$ cat config.mk
export PLATFORM = sky130hd
export DESIGN_NAME = shift_rows_pipe
export DESIGN_NICKNAME = d
export VERILOG_FILES = /design/src/rtl/shift_rows_pipe.sv
export SDC_FILE = /design/constraint.sdc
export NUM_CORES = 1
export LEC_CHECK = 0
export ABC_AREA = 1
export ABC_CLOCK_PERIOD_IN_PS = 3700
export BUFFER_PORTS_ARGS = -buffer_cell sky130_fd_sc_hd__buf_2
export CORE_ASPECT_RATIO = 1.5
export CORE_MARGIN = 5
export CORE_UTILIZATION = 43
export DETAILED_ROUTE_END_ITERATION = 7
export GPL_TIMING_DRIVEN = 0
export PLACE_DENSITY = 0.88
export SYNTH_ARGS = -nofsm -noshare
export SYNTH_HDL_FRONTEND = slang
export SYNTH_SLANG_ARGS = --single-unit
$ cat constraint.sdc
create_clock -name clk -period 3.7 [get_ports clk]
set_input_delay 0.555 -clock clk [delete_from_list [all_inputs] [get_ports clk]]
set_output_delay 0.555 -clock clk [all_outputs]
set_load 0.005 [all_outputs]
$ cat src/rtl/shift_rows_pipe.sv
// shift_rows_pipe
// ---------------------------------------------------------------------------
// Pipelined AES/Rijndael ShiftRows, forward or inverse per block, for
// Nb = 4, 6 or 8 columns. The byte permutation is combinational in front of
// stage 0. Stages 1..STAGES-1 only delay the block. A valid/ready handshake
// with bubble collapsing gives full backpressure.
//
// Ports
//   clk        rising-edge clock
//   rst        synchronous active-high reset
//   in_valid   input block valid
//   in_ready   unit accepts a block this cycle
//   in_data    input state, byte k at [DW-1-8k -: 8], k = row + 4*col
//   in_inv     0 = forward ShiftRows, 1 = inverse ShiftRows
//   in_tag     sideband tag, passed through unchanged
//   out_valid  output block valid
//   out_ready  downstream accepts this cycle
//   out_data   permuted state
//   out_inv    mode the output block was processed with
//   out_tag    tag of the output block
//   occupancy  number of valid stages, 0..STAGES
// ---------------------------------------------------------------------------
module shift_rows_pipe #(
    parameter int NB     = 4,
    parameter int STAGES = 1,
    parameter int TAG_W  = 4
) (
    input  logic                 clk,
    input  logic                 rst,
    input  logic                 in_valid,
    output logic                 in_ready,
    input  logic [32*NB-1:0]     in_data,
    input  logic                 in_inv,
    input  logic [TAG_W-1:0]     in_tag,
    output logic                 out_valid,
    input  logic                 out_ready,
    output logic [32*NB-1:0]     out_data,
    output logic                 out_inv,
    output logic [TAG_W-1:0]     out_tag,
    output logic [2:0]           occupancy
);

    localparam int DW = 32 * NB;

    if ((NB != 32'sd4) && (NB != 32'sd6) && (NB != 32'sd8)) begin : g_bad_nb
        $error("shift_rows_pipe: NB must be 4, 6 or 8");
    end
    if ((STAGES < 32'sd1) || (STAGES > 32'sd4)) begin : g_bad_stages
        $error("shift_rows_pipe: STAGES must be in 1..4");
    end
    if (TAG_W < 32'sd1) begin : g_bad_tag
        $error("shift_rows_pipe: TAG_W must be at least 1");
    end

    // Row rotation amount; Nb = 8 uses the wider offsets for rows 2 and 3.
    function automatic int row_shift(input int r);
        int s;
        case (r)
            0:       s = 0;
            1:       s = 1;
            2:       s = (NB == 32'sd8) ? 3 : 2;
            default: s = (NB == 32'sd8) ? 4 : 3;
        endcase
        return s;
    endfunction

    // Rotate each row left (forward) or right (inverse) by its offset.
    function automatic logic [DW-1:0] permute(input logic [DW-1:0] d, input logic inv);
        logic [DW-1:0] res;
        int            src;
        res = '0;
        for (int c = 0; c < NB; c++) begin
            for (int r = 0; r < 4; r++) begin
                if (inv) begin
                    src = (c + NB - row_shift(r)) % NB;
                end else begin
                    src = (c + row_shift(r)) % NB;
                end
                res[DW-1-8*(r+4*c) -: 8] = d[DW-1-8*(r+4*src) -: 8];
            end
        end
        return res;
    endfunction

    logic [STAGES-1:0] valid_r;
    logic [STAGES-1:0] inv_r;
    logic [DW-1:0]     data_r [STAGES];
    logic [TAG_W-1:0]  tag_r  [STAGES];

    logic [STAGES-1:0] adv_s;
    logic [DW-1:0]     perm_s;
    logic [2:0]        occ_s;

    // Advance chain: a stage moves when it is empty or its successor moves;
    // evaluated from the output end so out_ready ripples back to stage 0.
    always_comb begin
        logic succ_v;
        succ_v = out_ready;
        adv_s  = '0;
        for (int i = STAGES - 1; i >= 0; i--) begin
            adv_s[i] = !valid_r[i] || succ_v;
            succ_v   = adv_s[i];
        end
    end

    // Combinational byte permutation of the incoming block.
    always_comb begin
        perm_s = permute(in_data, in_inv);
    end

    // Stage registers: stage 0 takes the permuted input, later stages take
    // their predecessor; a stalled stage holds everything.
    always_ff @(posedge clk) begin
        if (rst) begin
            valid_r <= '0;
            inv_r   <= '0;
            for (int i = 0; i < STAGES; i++) begin
                data_r[i] <= '0;
                tag_r[i]  <= '0;
            end
        end else begin
            if (adv_s[0]) begin
                valid_r[0] <= in_valid;
                data_r[0]  <= perm_s;
                inv_r[0]   <= in_inv;
                tag_r[0]   <= in_tag;
            end
            for (int i = 1; i < STAGES; i++) begin
                if (adv_s[i]) begin
                    valid_r[i] <= valid_r[i-1];
                    data_r[i]  <= data_r[i-1];
                    inv_r[i]   <= inv_r[i-1];
                    tag_r[i]   <= tag_r[i-1];
                end
            end
        end
    end

    // Population count of the stage valids.
    always_comb begin
        occ_s = 3'd0;
        for (int i = 0; i < STAGES; i++) begin
            occ_s = occ_s + {2'b00, valid_r[i]};
        end
    end

    // Reset masks both handshakes so nothing transfers during the reset cycle.
    assign in_ready  = adv_s[0] && !rst;
    assign out_valid = valid_r[STAGES-1] && !rst;
    assign out_data  = data_r[STAGES-1];
    assign out_inv   = inv_r[STAGES-1];
    assign out_tag   = tag_r[STAGES-1];
    assign occupancy = occ_s;

endmodule

## Word-level counts from Yosys, hierarchy flattened

Memories as Yosys holds them, arrays and structs flattened.
Cells that the tools add are included.

- Multiplexer cells: 33
- Shifts and indexed selects: 16
- Bitwise operators: 32
- Reductions and logical operators: 39
- Add/subtract/negate cells: 56

Operators with widths:

| kind | number |
|---|---|
| indexed part select 135 x 32 -> 8 bit | 16 |
| subtractor 4 x 32 -> 32 bit (first input constant) | 16 |
| subtractor 8 x 32 -> 32 bit (first input constant) | 16 |
| two-way mux 27 bit | 16 |
| adder 3 x 32 -> 32 bit (first input constant) | 8 |
| two-way mux 32 bit | 8 |
| adder 3 x 29 -> 29 bit (first input constant) | 8 |
| adder 2 x 32 -> 32 bit (first input constant) | 4 |
| two-way mux 128 bit | 1 |
| OR reduction 128 bit | 1 |
| adder 2 x 29 -> 29 bit (first input constant) | 4 |
| OR reduction 2 bit | 32 |
| AND 1 bit | 32 |
| two-way mux 1 bit | 7 |
| two-way mux 4 bit | 1 |
| OR reduction 4 bit | 1 |
| logical AND 1 bit | 2 |
| logical NOT 1 bit | 2 |
| logical OR 1 bit | 1 |

- Memories: 2
- Input port bits: 137
- Output and inout bits: 138
- Logic and storage cells: 180
- Memory bits (writable): 132
- Register bits after elaboration: 2

Memory list:

| memory | words | bits a word | read ports | clocked after memory_dff | wr ports | line | RTL |
|---|---|---|---|---|---|---|---|
| data_r | 1 | 128 | 1 | 0 | 1 | 87 | `logic [DW-1:0] data_r [STAGES];` |
| tag_r | 1 | 4 | 1 | 0 | 1 | 88 | `logic [TAG_W-1:0] tag_r [STAGES];` |

## Logic depth before layout (Yosys ltp)

Gate-level depths: netlist (run 1).

- Word-level depth: 9
- Mapped depth: 6
- Depth with buffers taken out: 4

## Worst setup path after synthesis (run 1)

OpenSTA, ideal clock, no wires.

- Kind: input-to-reg
- Start point: in rst
- End point: mem data_r[0][0] in the netlist's numbering (enable)
- Required time: 2,555 ps
- Cell stages on the path: 2
- Data arrival time: 2,882 ps
- Setup slack: -327 ps
- Path through: nor2_1 > nand2_1

- Cells in the longest elaborated chain, start to end: 4

Ends and longest elaborated chain:

| what | line | RTL |
|---|---|---|
| start: declaration | 29 | `input logic rst,` |
| two-way mux 1 bit | 114 | `if (rst) begin` |
| two-way mux 1 bit (not written as such) | 124 | `data_r[0] <= perm_s;` |
| OR reduction 128 bit (no source line) | n/a |  |
| two-way mux 1 bit (no source line) (*) | n/a |  |
| end: declaration | 87 |  |

Every way passes the cells marked *; elsewhere a longest branch is shown, timed or not.

## Worst setup path in the final report (run 1)

- Start point: in out_ready
- End point: out in_ready

- Cells in the longest elaborated chain, start to end: 2

Ends and longest elaborated chain:

| what | line | RTL |
|---|---|---|
| start: declaration | 36 | `input logic out_ready,` |
| logical OR 1 bit | 101 | `adv_s[i] = !valid_r[i] \|\| succ_v;` |
| logical AND 1 bit | 148 | `assign in_ready = adv_s[0] && !rst;` |
| end: declaration | 31 | `output logic in_ready,` |

No other way between the ends.

==> flow_summary.html, run 1 <==
<table>
<tr><th>Metric</th><th>Value</th></tr>
<tr><th colspan="2">Layout</th></tr>
<tr><td>Summed area of non-filler cells in the final layout</td><td>8494 um2</td></tr>
<tr><td>Final nets</td><td>1128</td></tr>
<tr><td>Top library cells by usage in the layout, fill and taps aside</td><td>285 x buf_2, 261 x nor2_1, 183 x inv_1</td></tr>
<tr><td>Share of the core filled with cells</td><td>0.5902</td></tr>
<tr><td>Area growth, synth to finish</td><td>36.08%</td></tr>
<tr><td>Antenna Cells</td><td>0</td></tr>
<tr><td>Fraction of layout cells with a size suffix above 1</td><td>0.3360</td></tr>
<tr><td>Fill cell count</td><td>1264</td></tr>
<tr><td>Most common library cell in the layout ignoring fill and taps</td><td>buf_2</td></tr>
<tr><th colspan="2">Logic synthesis</th></tr>
<tr><td>Sequential share of the synthesized area</td><td>0.6414</td></tr>
<tr><td>Count of distinct cell types in the synthesized netlist</td><td>14</td></tr>
<tr><td>Yosys warnings</td><td>0</td></tr>
<tr><td>Gate count of the mapped netlist</td><td>699</td></tr>
<tr><td>Register bit count reported by yosys</td><td>134</td></tr>
<tr><td>Average footprint of a synthesized cell</td><td>8.930 um2</td></tr>
<tr><td>Area of the mapped netlist</td><td>6242 um2</td></tr>
<tr><th colspan="2">Clock network</th></tr>
<tr><td>Clock buffers created by TritonCTS</td><td>17</td></tr>
<tr><td>Root Driver</td><td>clkbuf_16</td></tr>
<tr><td>TritonCTS clock tree</td><td>yes</td></tr>
<tr><td># Post-CTS Setup Buffers</td><td>0</td></tr>
<tr><td>Htree depth</td><td>4</td></tr>
<tr><td>Maximum count of clock buffers along a single path</td><td>2</td></tr>
<tr><td>Clock insertion delay at the later pin of the skew report</td><td>400 ps</td></tr>
<tr><td>Count of hold-fix buffers inserted at cts</td><td>0</td></tr>
<tr><td>Post-cts resize count</td><td>0</td></tr>
<tr><td>Clock transition at the registers of the reported paths</td><td>60 ps</td></tr>
<tr><td>Clock Sink Count</td><td>134</td></tr>
<tr><th colspan="2">Timing</th></tr>
<tr><td>Number of setup violations in the final report</td><td>0</td></tr>
<tr><td>Number of max-slew violations in the final report</td><td>0</td></tr>
<tr><td>Setup Total Neg Slack</td><td>0 ps</td></tr>
<tr><td>Final worst-path cycle share</td><td>0.5978</td></tr>
<tr><td>Upper clock frequency limit</td><td>0.4521 GHz</td></tr>
<tr><td>RSZ-0062 raised after global routing</td><td>no</td></tr>
<tr><td>Minimum clock period</td><td>2212 ps</td></tr>
<tr><td>Post-route clock skew</td><td>9.904 ps</td></tr>
<tr><td>Total count of hold-check failures in the final report</td><td>0</td></tr>
<tr><th colspan="2">Setup path</th></tr>
<tr><td>Type of the worst setup path</td><td>input port to output pin</td></tr>
<tr><td>Arr. time, crit path</td><td>1660 ps</td></tr>
<tr><td>Critical path startpoint category</td><td>input port</td></tr>
<tr><td>WP data required</td><td>3140 ps</td></tr>
<tr><td>Worst Path Max Fanout</td><td>10</td></tr>
<tr><td>Endpoint type of the worst setup path</td><td>output pin</td></tr>
<tr><th colspan="2">Global route</th></tr>
<tr><td>Gr usage total</td><td>0.1935</td></tr>
<tr><td>Number of antenna violations at the first check in global routing</td><td>5</td></tr>
<tr><td>Via count of the first global-routing pass</td><td>5181</td></tr>
<tr><td>Global-route wire length before repair</td><td>25110 um</td></tr>
<tr><td>Pin count of the biggest net entering global routing</td><td>81</td></tr>
<tr><td>Final global-route overflow total</td><td>0</td></tr>
<tr><th colspan="2">Die</th></tr>
<tr><td>Horizontal die dimension</td><td>108.4 um</td></tr>
<tr><td>Core area</td><td>14390 um2</td></tr>
<tr><td>Starting utilization of the core area</td><td>0.4338</td></tr>
<tr><td>Std-Cell Rows</td><td>54</td></tr>
<tr><td>Number of placed I/O pins</td><td>275</td></tr>
<tr><td>Die Outline Area</td><td>17080 um2</td></tr>
<tr><td>Die span in y</td><td>157.6 um</td></tr>
<tr><th colspan="2">Detailed routing</th></tr>
<tr><td>Overall via count from detail_route</td><td>5152</td></tr>
<tr><td>DRC violations left</td><td>0</td></tr>
<tr><td>Met3 wirelength from detailed routing</td><td>1554 um</td></tr>
<tr><td>Wire length the detailed router placed on met1</td><td>5580 um</td></tr>
<tr><td>Final routed wirelength across all metal layers</td><td>16690 um</td></tr>
<tr><td>Detail-routed net length per standard cell</td><td>13.92 um</td></tr>
<tr><td>Wire length on met2</td><td>9014 um</td></tr>
<tr><td>Top Layer Used</td><td>met5</td></tr>
<tr><td>Antenna Violating Nets Remaining</td><td>0</td></tr>
<tr><td>DRC violation total after the first TritonRoute iteration</td><td>283</td></tr>
<tr><td>Via-per-instance ratio</td><td>4.297</td></tr>
<tr><td>Number of detailed-routing iterations run before antenna repair</td><td>4</td></tr>
<tr><th colspan="2">Power</th></tr>
<tr><td>Pwr per Cell Area</td><td>475.8 nW/um2</td></tr>
<tr><td>Maximum resistive drop on vdd</td><td>0.2590 mV</td></tr>
<tr><td>Leakage component of the power</td><td>4.962 nW</td></tr>
<tr><th colspan="2">Placement</th></tr>
<tr><td>Cell area after placement</td><td>7891 um2</td></tr>
<tr><td>Count of buffers from port buffering</td><td>271</td></tr>
<tr><td>Routability-driven placement congestion ratio</td><td>0.8396</td></tr>
<tr><td>Total half-perimeter wirelength after legalization and detailed placement</td><td>12890 um</td></tr>
<tr><th colspan="2">Min path</th></tr>
<tr><td>Worst min-delay path category</td><td>input port to register</td></tr>
<tr><th colspan="2">Run</th></tr>
<tr><td>Max-capacitance violation count</td><td>0</td></tr>
<tr><th colspan="2">Outcome</th></tr>
<tr><td>Status</td><td>finished, final reports clean</td></tr>
</table>
==> worst paths after layout <==
| check | start | endpoint | slack, ps | cells past startpoint |
|---|---|---|---|---|
| worst max register to register | valid_r$_SDFFE_PP0P_ | data_r[0][58]$_SDFFCE_PN0P_ | 1860 | 4 |
| worst max-delay path | out_ready | in_ready | 1490 | 8 |
| worst min-delay path | in_valid | valid_r$_SDFFE_PP0P_ | 390 | 3 |
| worst min register to register | out_inv$_SDFFE_PP0P_ | out_inv$_SDFFE_PP0P_ | 490 | 2 |
==> critical path, stage by stage <==
cell and delay [ps]:
buf_2 90, inv_1 170, nand2_1 110, nand2_2 200, buf_6 210, buf_6 150
inv_1 40, buf_2 110
==> sequential cells by signal, indices dropped and copies added, names as in the netlist <==
signal and count:
data_r 128, out_inv 1, tag_r 4, valid_r 1
==> cell type report <==
| class | count | area [um2] | area share |
|---|---|---|---|
| multi-input cells | 335 | 1280 | 0.1507 |
| inverters | 200 | 750.7 | 0.08838 |
| repair buffers | 272 | 1384 | 0.1629 |
| clock inverters | 14 | 177.7 | 0.02092 |
| flip-flops and latches | 134 | 4004 | 0.4714 |
| plain buffers | 31 | 227.7 | 0.02681 |
| clock buffers | 17 | 425.4 | 0.05008 |
| well taps | 196 | 245.2 | 0.02887 |
==> kinds of logic after synthesis <==
family | share of synthesized area
AND/OR/NAND/NOR | 0.2012
buffers and inverters | 0.1567
flip-flops | 0.6414
other | 0.0006007
==> power by group <==
group	leakage, nW	switching [mW]	internal (mW)	total [mW]
Combinational	3.14	0.274	0.216	0.490
Sequential	1.53	0.0304	1.80	1.84
Clock	0.287	0.652	1.06	1.72
==> through the flow <==
stage,setup slack (ps),hold slack [ps],std cells,power [mW]
2_1_floorplan,983.4,468.8,700,2.090
4_1_cts,1456,372.5,1199,4.070
6_report,1488,390.9,1199,4.042
3_3_place_gp,259.5,459.1,1167,2.342
5_1_grt,1397,392.9,1199,4.215
3_5_place_dp,1460,484.2,1168,2.362
==> cell usage after synthesis (all sizes together) <==
cell / n / area, um2
inv: 184 / 690.7
nand2: 70 / 265.3
nand3: 1 / 5.000
edfxtp: 132 / 3964
dfxtp: 2 / 40.04
nand4: 1 / 6.260
buf: 31 / 227.7
nor2: 261 / 979.7
conb: 1 / 3.750
clkinv: 16 / 60.06
==> routing by layer <==
layer,up-vias,GRT usage
li1,2602,-
met4,10,0.08123
met2,224,0.3683
met3,42,0.07181
met1,2274,0.1825
met5,-,0
Note: power is estimated with default switching activity, not from simulation.
==> inputs of run 2 (changes only) <==
- ABC_AREA: 1 -> 0
- ABC_CLOCK_PERIOD_IN_PS: 3700 -> 1950
- clock period: 3.7 -> 1.95 ns (I/O delays scaled with it)
==> flow_summary.html, run 2 <==
<table>
<tr><th>Metric</th><th>Value</th></tr>
<tr><th colspan="2">Outcome</th></tr>
<tr><td>Status</td><td>finished, final reports clean</td></tr>
<tr><th colspan="2">Layout</th></tr>
<tr><td>Fill cell count</td><td>1079</td></tr>
<tr><td>Most common library cell in the layout ignoring fill and taps</td><td>buf_2</td></tr>
<tr><td>Summed area of non-filler cells in the final layout</td><td>8193 um2</td></tr>
<tr><td>Top library cells by usage in the layout, fill and taps aside</td><td>286 x buf_2, 132 x edfxtp_1, 68 x nor3b_1</td></tr>
<tr><td>Biggest register</td><td>data_r</td></tr>
<tr><td>Flip-flop and latch area</td><td>4005 um2</td></tr>
<tr><td>Largest register FFs</td><td>128</td></tr>
<tr><td>Largest registers</td><td>data_r (128), tag_r (4)</td></tr>
<tr><td>Area growth, synth to finish</td><td>36.90%</td></tr>
<tr><td>Area occupied by multi-input gates</td><td>1753 um2</td></tr>
<tr><td>Final nets</td><td>808</td></tr>
<tr><td>Share of the core filled with cells</td><td>0.6025</td></tr>
<tr><td>Fraction of layout cells with a size suffix above 1</td><td>0.5497</td></tr>
<tr><th colspan="2">Timing</th></tr>
<tr><td>Worst relative slew slack</td><td>0.3941</td></tr>
<tr><td>RSZ-0062 raised after global routing</td><td>no</td></tr>
<tr><td>Measured slew at the worst slew-check pin</td><td>908.8 ps</td></tr>
<tr><td>Minimum clock period</td><td>1794 ps</td></tr>
<tr><td>Post-route clock skew</td><td>10.04 ps</td></tr>
<tr><td>Final worst-path cycle share</td><td>0.9199</td></tr>
<tr><td>Total count of hold-check failures in the final report</td><td>0</td></tr>
<tr><td>Worst hold-check slack</td><td>132.0 ps</td></tr>
<tr><td>Number of max-slew violations in the final report</td><td>0</td></tr>
<tr><td>Number of setup violations in the final report</td><td>0</td></tr>
<tr><td>Upper clock frequency limit</td><td>0.5575 GHz</td></tr>
<tr><th colspan="2">Die</th></tr>
<tr><td>Core area</td><td>13600 um2</td></tr>
<tr><td>Starting utilization of the core area</td><td>0.4401</td></tr>
<tr><td>Std-Cell Rows</td><td>52</td></tr>
<tr><td>Die span in y</td><td>154.5 um</td></tr>
<tr><td>Number of placed I/O pins</td><td>275</td></tr>
<tr><td>Die Outline Area</td><td>16430 um2</td></tr>
<tr><td>Horizontal die dimension</td><td>106.3 um</td></tr>
<tr><th colspan="2">Clock network</th></tr>
<tr><td>Clock Sink Count</td><td>134</td></tr>
<tr><td>Htree depth</td><td>4</td></tr>
<tr><td>Clock buffers created by TritonCTS</td><td>17</td></tr>
<tr><td>Maximum count of clock buffers along a single path</td><td>2</td></tr>
<tr><td>Clock transition at the registers of the reported paths</td><td>60 ps</td></tr>
<tr><td>TritonCTS clock tree</td><td>yes</td></tr>
<tr><td>Root Driver</td><td>clkbuf_16</td></tr>
<tr><td>Clock insertion delay at the later pin of the skew report</td><td>400 ps</td></tr>
<tr><td>Count of hold-fix buffers inserted at cts</td><td>0</td></tr>
<tr><th colspan="2">Setup path</th></tr>
<tr><td>Launch instance of the worst register-to-register path</td><td>valid_r$_SDFFE_PP0P_</td></tr>
<tr><td>Cell repeated most along the worst path</td><td>buf_8</td></tr>
<tr><td>WP data required</td><td>1660 ps</td></tr>
<tr><td>CP cell instances</td><td>nor2b_4 -&gt; buf_8 -&gt; buf_8 -&gt; nor2_1 -&gt; buf_2</td></tr>
<tr><td>Slowest cell delay on critical path</td><td>350 ps</td></tr>
<tr><td>Kind of cell with the highest combined delay on the critical path</td><td>buffers and inverters</td></tr>
<tr><td>Arr. time, crit path</td><td>1500 ps</td></tr>
<tr><td>Count of buffer and inverter cells on the critical path</td><td>3</td></tr>
<tr><td>Endpoint type of the worst setup path</td><td>output pin</td></tr>
<tr><td>Type of the worst setup path</td><td>register to output pin</td></tr>
<tr><td>Worst Path Max Fanout</td><td>20</td></tr>
<tr><td>Slowest CP cell</td><td>dfxtp_2</td></tr>
<tr><td>Timing startpoint of the critical path</td><td>valid_r$_SDFFE_PP0P_</td></tr>
<tr><td>Critical path startpoint category</td><td>register</td></tr>
<tr><th colspan="2">Global route</th></tr>
<tr><td>Pin count of the biggest net entering global routing</td><td>68</td></tr>
<tr><td>Final global-route overflow total</td><td>0</td></tr>
<tr><td>Number of antenna violations at the first check in global routing</td><td>1</td></tr>
<tr><td>Via count of the first global-routing pass</td><td>4632</td></tr>
<tr><td>Global-route wire length before repair</td><td>24380 um</td></tr>
<tr><td>Gr usage total</td><td>0.1922</td></tr>
<tr><th colspan="2">Logic synthesis</th></tr>
<tr><td>Primary FF master, synth</td><td>edfxtp_1</td></tr>
<tr><td>Synth area leader</td><td>edfxtp_1</td></tr>
<tr><td>Register bit count reported by yosys</td><td>134</td></tr>
<tr><td>Library cell with the highest instance count after synthesis</td><td>edfxtp_1</td></tr>
<tr><td>Count of distinct cell types in the synthesized netlist</td><td>18</td></tr>
<tr><td>Cell types occupying the most area after synthesis</td><td>edfxtp_1 66%, mux2i_1 11%, nor3b_1 8.5%</td></tr>
<tr><td>Top cell types by occurrence after synthesis</td><td>132 x edfxtp_1, 68 x nor3b_1, 64 x mux2i_1, 39 x nor3_2, 25 x nor3_1</td></tr>
<tr><td>Top-area cell type share of the netlist area</td><td>0.6623</td></tr>
<tr><td>Synth async-reset ratio</td><td>0</td></tr>
<tr><td>Sequential share of the synthesized area</td><td>0.6690</td></tr>
<tr><td>Yosys warnings</td><td>0</td></tr>
<tr><td>Average footprint of a synthesized cell</td><td>15.79 um2</td></tr>
<tr><td>Gate count of the mapped netlist</td><td>379</td></tr>
<tr><td>Number of flops mapped to enable cells by yosys</td><td>132</td></tr>
<tr><td>Area of the mapped netlist</td><td>5984 um2</td></tr>
<tr><th colspan="2">Detailed routing</th></tr>
<tr><td>Final routed wirelength across all metal layers</td><td>16180 um</td></tr>
<tr><td>Overall via count from detail_route</td><td>4383</td></tr>
<tr><td>Antenna Violating Nets Remaining</td><td>0</td></tr>
<tr><td>DRC violations left</td><td>0</td></tr>
<tr><td>Via-per-instance ratio</td><td>5.169</td></tr>
<tr><td>DRC violation total after the first TritonRoute iteration</td><td>181</td></tr>
<tr><td>Number of detailed-routing iterations run before antenna repair</td><td>6</td></tr>
<tr><td>Detail-routed net length per standard cell</td><td>19.08 um</td></tr>
<tr><th colspan="2">Min path</th></tr>
<tr><td>Launch point of the worst hold path</td><td>in_valid</td></tr>
<tr><td>Worst min-delay path category</td><td>input port to register</td></tr>
<tr><th colspan="2">Placement</th></tr>
<tr><td>Count of buffers from port buffering</td><td>271</td></tr>
<tr><td>Cell area after placement</td><td>7595 um2</td></tr>
<tr><td>Total half-perimeter wirelength after legalization and detailed placement</td><td>12200 um</td></tr>
<tr><td>Routability-driven placement congestion ratio</td><td>0.8171</td></tr>
<tr><th colspan="2">Power</th></tr>
<tr><td>Pwr per Cell Area</td><td>924.3 nW/um2</td></tr>
<tr><td>Maximum resistive drop on vdd</td><td>0.5739 mV</td></tr>
<tr><td>Leakage component of the power</td><td>3.829 nW</td></tr>
<tr><td>Overall power consumption</td><td>7.572 mW</td></tr>
<tr><th colspan="2">Run</th></tr>
<tr><td>Max-capacitance violation count</td><td>0</td></tr>
</table>
-- run 2: changes by cell type after synthesis, sizes merged, moves of 8 or more --
cell	change
nor3b	+68
nor2	-260
mux2i	+64
clkinv	-16
clkbuf	+8
nor3	+64
nand2	-70
inv	-184
-- run 2: layout make-up --
| cell class | count | share of cell area |
|---|---|---|
| diodes | 2 | 0.0006109 |
| repair buffers | 272 | 0.1689 |
| plain buffers | 39 | 0.03070 |
| clock buffers | 18 | 0.05238 |
| clock inverters | 14 | 0.01985 |
| multi-input cells | 207 | 0.2140 |
| flip-flops and latches | 134 | 0.4889 |
| well taps | 162 | 0.02474 |
-- run 2: cell families (layout without fill, tap and decap cells) --
| kind of cell | after synthesis | count (layout) | share of synthesized area |
|---|---|---|---|
| buffers and inverters | 40 | 343 | 0.04265 |
| AND/OR/NAND/NOR | 138 | 139 | 0.1781 |
| other | 1 | 4 | 0.0006266 |
| AO/OA/AOI/OAI | 2 | 2 | 0.002508 |
| flip-flops | 134 | 134 | 0.6690 |
| multiplexers | 64 | 64 | 0.1070 |
-- run 2: metal layers --
layer | track usage | vias up | share of wire
met5 | 0 | - | 0
met4 | 0.05802 | 0 | 0.016
met3 | 0.06505 | 16 | 0.086
met2 | 0.3584 | 206 | 0.54
met1 | 0.2015 | 2125 | 0.36
li1 | - | 2036 | -
-- run 2: through the flow --
step	instances	setup TNS (ps)	setup WS, ps
2_1_floorplan	380	-6759	-51.21
3_3_place_gp	813	-81250	-623.0
3_5_place_dp	814	-35560	-440.9
4_1_cts	847	0	14.80
5_1_grt	847	0	58.98
6_report	848	0	156.1
-- run 2: path summary, 6_finish.rpt --
check	cells past startpoint	endpoint	slack, ps
setup / recovery	5	in_ready	160
hold / removal	2	valid_r$_SDFFE_PP0P_	130
setup reg to reg	4	data_r[0][109]$_SDFFCE_PN0P_	180
hold reg to reg	2	out_inv$_SDFFE_PP0P_	560
-- run 2: power by group --
group / leakage (nW) / total [mW] / internal, mW / switching (mW)
clock: 0.282 / 3.21 / 1.92 / 1.29
combinational: 2.02 / 0.884 / 0.432 / 0.453
sequential: 1.53 / 3.48 / 3.42 / 0.0626
-- run 2: timing repair --
action	CTS	global route
setup buffers	0	0
cloned	1	0
endpoints found under the hold margin	0	0
gates resized for setup	2	0
endpoints found under the setup margin	68	29
==> inputs of run 3 (changes only) <==
- PLACE_DENSITY: 0.88 -> 0.89
==> flow_summary.html, run 3 (synthesis gave the netlist of run 2 again) <==
<table>
<tr><th>Metric</th><th>Value</th></tr>
<tr><th colspan="2">Die</th></tr>
<tr><td>Core area</td><td>13600 um2</td></tr>
<tr><td>Horizontal die dimension</td><td>106.3 um</td></tr>
<tr><td>Starting utilization of the core area</td><td>0.4401</td></tr>
<tr><td>Std-Cell Rows</td><td>52</td></tr>
<tr><td>Number of placed I/O pins</td><td>275</td></tr>
<tr><td>Die span in y</td><td>154.5 um</td></tr>
<tr><td>Die Outline Area</td><td>16430 um2</td></tr>
<tr><th colspan="2">Global route</th></tr>
<tr><td>Pin count of the biggest net entering global routing</td><td>48</td></tr>
<tr><td>Final global-route overflow total</td><td>0</td></tr>
<tr><td>Number of antenna violations at the first check in global routing</td><td>2</td></tr>
<tr><td>Global-route wire length before repair</td><td>25450 um</td></tr>
<tr><td>Gr usage total</td><td>0.2034</td></tr>
<tr><td>Via count of the first global-routing pass</td><td>4726</td></tr>
<tr><th colspan="2">Run</th></tr>
<tr><td>Max-capacitance violation count</td><td>0</td></tr>
<tr><th colspan="2">Detailed routing</th></tr>
<tr><td>DRC violation total after the first TritonRoute iteration</td><td>159</td></tr>
<tr><td>Met3 wirelength from detailed routing</td><td>1340 um</td></tr>
<tr><td>Via-per-instance ratio</td><td>5.192</td></tr>
<tr><td>Overall via count from detail_route</td><td>4403</td></tr>
<tr><td>Wire length on met2</td><td>9324 um</td></tr>
<tr><td>DRC violations left</td><td>0</td></tr>
<tr><td>Detail-routed net length per standard cell</td><td>19.86 um</td></tr>
<tr><td>Antenna Violating Nets Remaining</td><td>0</td></tr>
<tr><td>Final routed wirelength across all metal layers</td><td>16840 um</td></tr>
<tr><td>Top Layer Used</td><td>met5</td></tr>
<tr><td>Wire length the detailed router placed on met1</td><td>5896 um</td></tr>
<tr><td>Number of detailed-routing iterations run before antenna repair</td><td>4</td></tr>
<tr><th colspan="2">Clock network</th></tr>
<tr><td>Maximum count of clock buffers along a single path</td><td>2</td></tr>
<tr><td>Clock transition at the registers of the reported paths</td><td>60 ps</td></tr>
<tr><td>Clock buffers created by TritonCTS</td><td>17</td></tr>
<tr><td>Clock Sink Count</td><td>134</td></tr>
<tr><td>Clock insertion delay at the later pin of the skew report</td><td>410 ps</td></tr>
<tr><td>Htree depth</td><td>4</td></tr>
<tr><td>TritonCTS clock tree</td><td>yes</td></tr>
<tr><td># Post-CTS Setup Buffers</td><td>0</td></tr>
<tr><td>Root Driver</td><td>clkbuf_16</td></tr>
<tr><td>Count of hold-fix buffers inserted at cts</td><td>0</td></tr>
<tr><th colspan="2">Outcome</th></tr>
<tr><td>Status</td><td>finished, final reports clean</td></tr>
<tr><th colspan="2">Setup path</th></tr>
<tr><td>Timing startpoint of the critical path</td><td>valid_r$_SDFFE_PP0P_</td></tr>
<tr><td>Type of the worst setup path</td><td>register to output pin</td></tr>
<tr><td>Arr. time, crit path</td><td>1530 ps</td></tr>
<tr><td>Worst Path Max Fanout</td><td>20</td></tr>
<tr><td>Launch instance of the worst register-to-register path</td><td>valid_r$_SDFFE_PP0P_</td></tr>
<tr><td>Endpoint type of the worst setup path</td><td>output pin</td></tr>
<tr><td>WP data required</td><td>1660 ps</td></tr>
<tr><td>Critical path startpoint category</td><td>register</td></tr>
<tr><th colspan="2">Layout</th></tr>
<tr><td>Biggest register</td><td>data_r</td></tr>
<tr><td>Top library cells by usage in the layout, fill and taps aside</td><td>286 x buf_2, 132 x edfxtp_1, 68 x nor3b_1</td></tr>
<tr><td>Final nets</td><td>810</td></tr>
<tr><td>Number of standard cells in the final layout excluding fillers</td><td>848</td></tr>
<tr><td>Summed area of non-filler cells in the final layout</td><td>8239 um2</td></tr>
<tr><td>Area growth, synth to finish</td><td>37.68%</td></tr>
<tr><td>Largest registers</td><td>data_r (128), tag_r (4)</td></tr>
<tr><td>Most common library cell in the layout ignoring fill and taps</td><td>buf_2</td></tr>
<tr><td>Largest register FFs</td><td>128</td></tr>
<tr><td>Fraction of layout cells with a size suffix above 1</td><td>0.5510</td></tr>
<tr><td>Antenna Cells</td><td>0</td></tr>
<tr><th colspan="2">Placement</th></tr>
<tr><td>Total half-perimeter wirelength after legalization and detailed placement</td><td>12740 um</td></tr>
<tr><td>Count of buffers from port buffering</td><td>271</td></tr>
<tr><td>Number of placed cells counting well taps</td><td>815</td></tr>
<tr><td>Cell area after placement</td><td>7615 um2</td></tr>
<tr><td>Routability-driven placement congestion ratio</td><td>0.8090</td></tr>
<tr><th colspan="2">Timing</th></tr>
<tr><td>RSZ-0062 raised after global routing</td><td>no</td></tr>
<tr><td>Final worst-path cycle share</td><td>0.9337</td></tr>
<tr><td>Upper clock frequency limit</td><td>0.5492 GHz</td></tr>
<tr><td>Number of setup violations in the final report</td><td>0</td></tr>
<tr><td>Number of max-slew violations in the final report</td><td>0</td></tr>
<tr><td>Worst hold-check slack</td><td>113.0 ps</td></tr>
<tr><td>Post-route clock skew</td><td>8.522 ps</td></tr>
<tr><td>Total count of hold-check failures in the final report</td><td>0</td></tr>
<tr><td>Setup Total Neg Slack</td><td>0 ps</td></tr>
<tr><td>Minimum clock period</td><td>1821 ps</td></tr>
<tr><th colspan="2">Power</th></tr>
<tr><td>Maximum resistive drop on vdd</td><td>0.6822 mV</td></tr>
<tr><td>Leakage component of the power</td><td>3.864 nW</td></tr>
<tr><td>Overall power consumption</td><td>7.626 mW</td></tr>
<tr><td>Pwr per Cell Area</td><td>925.6 nW/um2</td></tr>
<tr><th colspan="2">Min path</th></tr>
<tr><td>Launch point of the worst hold path</td><td>in_valid</td></tr>
<tr><td>Worst min-delay path category</td><td>input port to register</td></tr>
</table>
run 3: cell types whose count changed in the layout (fill, tap and decap cells not counted):
cell       delta
diode_2       -2
buf_12        +1
buf_6         +1
buf_8         -1
bufbuf_16     +1
clkinv_4      -1
inv_8         +1
run 3: area by class of cell:
type / count / area, um2
buffer: 39 / 247.7
multi-input combinational: 207 / 1753
sequential: 134 / 4005
fill: 1059 / 5359
timing repair buffer: 274 / 1436
clock inverter: 14 / 165.2
tap: 162 / 202.7
clock buffer: 18 / 429.2
run 3: routing by layer:
| layer | vias to the layer above | track usage |
|---|---|---|
| met4 | 4 | 0.06235 |
| met5 | - | 0 |
| met3 | 23 | 0.05838 |
| met1 | 2122 | 0.2126 |
| li1 | 2044 | - |
| met2 | 210 | 0.3871 |
run 3: repair_timing:
action / CTS / global route
gates cloned: 2 / 0
endpoints found under the setup margin: 47 / 47
gates resized for setup: 0 / 1
run 3: worst paths after layout:
check | end | slack [ps] | cells past startpoint
min | valid_r$_SDFFE_PP0P_ | 110 | 2
min reg2reg | out_inv$_SDFFE_PP0P_ | 570 | 2
max reg2reg | data_r[0][94]$_SDFFCE_PN0P_ | 180 | 5
max | in_ready | 130 | 5
run 3: stage by stage:
step                setup WS (ps)  utilization
floorplan                  -51.21            -
global placement           -605.3       0.5565
detailed placement         -330.4       0.5600
CTS                         7.423       0.6067
global route                18.35       0.6059
finish                      129.2       0.6059
run 3: worst max-delay path, stage by stage (launching register included):
cell and delay (ps):
dfxtp_2 360, nor2b_4 150, buf_6 240, buf_8 200, nor2_1 50, buf_2 130
run 3: report_power, final:
group          leakage [nW]  switching, mW  internal, mW
logic                  2.05          0.457         0.438
registers              1.53         0.0646          3.42
clock network         0.284           1.32          1.93
